**src/rtl/input_port_credit_buffer.sv**
```systemverilog
// input_port_credit_buffer: per-port router input FIFO with credit return.
// Ports: clk, rst (sync, active-high); flit_in/valid_in push from upstream;
//   pop from local switch; flit_out/targ head flit and its target port
//   (0 = no request); empty/full/count occupancy; cred_out one pulse per
//   accepted pop; ovf_err sticky overflow flag.
module input_port_credit_buffer #(
  parameter int DATA_W   = 32,
  parameter int DEPTH    = 4,
  parameter int TARG_LSB = 0
) (
  input  logic              clk,
  input  logic              rst,
  input  logic [DATA_W-1:0] flit_in,
  input  logic              valid_in,
  input  logic              pop,
  output logic [DATA_W-1:0] flit_out,
  output logic [2:0]        targ,
  output logic              empty,
  output logic              full,
  output logic [2:0]        count,
  output logic              cred_out,
  output logic              ovf_err
);

  localparam int AW = (DEPTH > 1) ? $clog2(DEPTH) : 1;
  localparam logic [AW-1:0] LAST = AW'(DEPTH - 1);
  localparam logic [2:0]    CMAX = 3'(DEPTH);

  logic [DATA_W-1:0] mem [DEPTH];
  logic [AW-1:0]     rd_ptr;
  logic [AW-1:0]     wr_ptr;
  logic [2:0]        cnt;

  logic pop_eff;
  logic push_eff;
  logic ovf;

  assign empty = (cnt == 3'd0);
  assign full  = (cnt == CMAX);
  assign count = cnt;

  assign pop_eff  = pop & ~empty;
  // A full buffer still accepts a flit when the head leaves this cycle.
  assign push_eff = valid_in & (~full | pop_eff);
  assign ovf      = valid_in & full & ~pop_eff;

  assign flit_out = mem[rd_ptr];
  assign targ     = empty ? 3'd0
                          : flit_out[TARG_LSB +: 3];

  always_ff @(posedge clk) begin
    if (push_eff) begin
      mem[wr_ptr] <= flit_in;
    end
  end

  always_ff @(posedge clk) begin
    if (rst) begin
      rd_ptr   <= '0;
      wr_ptr   <= '0;
      cnt      <= '0;
      cred_out <= 1'b0;
      ovf_err  <= 1'b0;
    end else begin
      // Explicit wrap so DEPTH need not be a power of two.
      if (push_eff) begin
        wr_ptr <= (wr_ptr == LAST) ? '0
                                   : wr_ptr + 1'b1;
      end
      if (pop_eff) begin
        rd_ptr <= (rd_ptr == LAST) ? '0
                                   : rd_ptr + 1'b1;
      end
      unique case ({push_eff, pop_eff})
        2'b10:   cnt <= cnt + 3'd1;
        2'b01:   cnt <= cnt - 3'd1;
        default: cnt <= cnt;
      endcase
      cred_out <= pop_eff;
      if (ovf) begin
        ovf_err <= 1'b1;
      end
    end
  end

endmodule

```
**config.mk**
```make
export PLATFORM = sky130hd
export DESIGN_NAME = input_port_credit_buffer
export DESIGN_NICKNAME = d
export VERILOG_FILES = /design/src/rtl/input_port_credit_buffer.sv
export SDC_FILE = /design/constraint.sdc
export NUM_CORES = 1
export LEC_CHECK = 0
export CORE_MARGIN = 2
export CORE_UTILIZATION = 47
export DETAILED_ROUTE_END_ITERATION = 10
export GPL_TIMING_DRIVEN = 0
export PLACE_DENSITY = 0.71
export SYNTH_ARGS = -nofsm -noshare
export SYNTH_HDL_FRONTEND = slang
export SYNTH_SLANG_ARGS = --single-unit
```
**constraint.sdc**
```tcl
create_clock -name clk -period 4.9 [get_ports clk]
set_input_delay 0.98 -clock clk [delete_from_list [all_inputs] [get_ports clk]]
set_output_delay 0.98 -clock clk [all_outputs]
set_load 0.02 [all_outputs]
```
==> results.toml <==
[run_status]
outcome = "finished clean"

[sta]
finalCritPeriodShare = 0.810
drv_slew = 0
rsz0062_at_grt = "false"
hold_viol = 0
fin_skew_ns = 0.00736
layout_setup_ws_ns = 0.930
finalSetupViolations = 0
maxSlewHeadroom = 0.392
fin_setup_tns_ns = 0
hold_slack_ns = 0.500
post-route-min-period_ns = 3.97
fmax_mhz = 252
worst_pin_slew_ns = 0.905

[worst_setup_path]
cpPeakStageDelay_ns = 0.56
critPathLaunchType = "register"
path_common_cell = "buf_1"
cp_data_arrival_time_ns = 2.99
crit_buf_inv = 3
required_ns = 3.92
crit_family = "buffers and inverters"
crit_slowest_cell = "buf_1"
crit_path_max_fanout = 10
timing_worst_setup_path_type = "register to output pin"
path_cells = "buf_1 -> buf_1 -> mux4_2 -> clkdlybuf4s50_1"
end_kind = "output pin"

[clock_network]
insertion_delay_ns = 0.51
clk_pin_slew_ns = 0.06
postCtsSetupRepairBufs = 0
cts_tree = "built"
cts-resized-gates = 0
cts_inserted_buffers = 17
clkSinkCount = 139
cts_hold_buf = 0
cts_htree_levels = 4
cts-root-buf = "clkbuf_8"
clk_path_buf_depth = 2

[routing]
viasPerCell = 5.28
drc = 0
drtIter0Drc = 156
wire_per_inst_um = 18.6
vias = 2561
antenna_left = 0
first_pass_iters = 4
postRouteWirelength_mm = 9.03

[power_and_ir_drop]
power_leakage_nw = 2.22
report.power.total_w = 0.00314
ir_worst_vdd_v = 0.000262
cellPowerDensity_nw_per_um2 = 466

[floorplan]
fp.dieH_um = 109
die_w_um = 109
coreArea_um2 = 10800
io_pins = 78
design.die.area_um2 = 12000
start_util = 0.481
rows = 38

[global_routing]
antenna_found_initial = 0
globalRoute.totalOverflow = 0
grt_pass1_vias = 2770
grt_first_pass_wirelength_mm = 14.1
grt_max_degree = 33
grtUsageTotal = 0.165

[layout]
syn_to_final_growth_pct = 29.1
diodes = 0
layout_common_cells = "128 x edfxtp_1, 76 x clkdlybuf4s50_1, 32 x mux4_2"
drive_gt1_frac = 0.217
nNetsFinal = 374
layout_commonest_cell = "edfxtp_1"

[synth]
syn_avg_cell_area_um2 = 22.0
synth_nets = 279
ys_seq_area_frac = 0.779
synth_edf_count = 128
syn_inst = 237
ys_ff_latch = 139
async_reset_ff_frac = 0
syn_area_um2 = 5220
synth.distinct_cells = 30
yosys_most_used_dff = "edfxtp_1"
ys_warn_count = 0

[min_path]
hold_path_class = "register to register"

[placement]
hpwl_mm = 5.41
port_buffers = 76
gp_congestion = 0.688
pre_cts_ws_ns = 1.40

[run]
max_cap_viol_count = 0
[registers in the layout, indices dropped and copies added (netlist names), named ones only]
register	flops
ovf_err	1
wr_ptr	2
cred_out	1
count	3
rd_ptr	2
mem	128
[synthesized netlist by cell type (all sizes together) (3+ instances only)]
master / n / share of area
a21oi: 4 / 0.0038
a31oi: 3 / 0.0036
and3: 5 / 0.0060
buf: 8 / 0.0086
dfxtp: 11 / 0.042
edfxtp: 128 / 0.74
ha: 5 / 0.012
inv: 7 / 0.0050
mux4: 32 / 0.14
nor2: 7 / 0.0050
nor2b: 4 / 0.0048
nor3: 3 / 0.0029
[where the power goes]
group	total [W]	internal (W)	switching, W
clock	0.00122	0.000732	0.000489
sequential	0.00139	0.00137	0.0000222
combinational	0.000527	0.000266	0.000261
total	0.00314	0.00236	0.000773
[routing by layer]
metal  track usage  vias to the layer above  wire, um  part of all wire
li1              -                     1169         -                 -
met1         0.201                     1305      3780              0.42
met2         0.275                       76      4660              0.52
met3        0.0611                       11       514             0.057
met4        0.0533                        0        77            0.0085
met5             0                        -         0                 0
[logic make-up (layout without fill, tap and decap cells)]
| family | after synthesis | in the layout | synth area share |
|---|---|---|---|
| AOI/OAI and AO/OA | 11 | 11 | 0.0137 |
| xor gates and xnor gates | 2 | 2 | 0.00336 |
| adders and majority gates | 6 | 6 | 0.0158 |
| buffers and inverters | 17 | 125 | 0.0151 |
| DFF | 139 | 139 | 0.779 |
| muxes | 34 | 34 | 0.142 |
| and+or+nand+nor | 28 | 28 | 0.0305 |
[stage by stage]
stage,std cells,utilization,instance area (um2)
after CTS,485,0.621,6730
after global placement,453,0.567,6150
after global routing,485,0.621,6730
final,485,0.621,6730
after floorplan,237,-,5220
after detailed placement,453,0.568,6160
[final timing paths]
path	end	start	slack, ns	cells past startpoint
worst min-delay path	ovf_err	ovf_err	0.50	2
worst max-delay path	flit_out[14]	register	0.93	4
worst min register to register	ovf_err	ovf_err	0.50	2
worst max register to register	count[1]	count[0]	2.52	7
[area by class of cell]
cell class,instances,area (um2)
clock buffer,17,414
timing repair buffer,76,761
multi-input combinational,81,1080
fill,780,4110
sequential,139,4060
tap,140,175
clock inverter,15,164
inverter,7,26.3
buffer,10,52.6
[worst register-to-register path: cells and delay by family, from the launching register on]
family | cells | cell delay, ns
AOI/OAI and AO/OA | 3 | 1.09
adders and majority gates | 1 | 0.44
DFF | 1 | 0.32
and+or+nand+nor | 1 | 0.24
buffers and inverters | 2 | 0.20
Power figures use the tool's default switching activity.
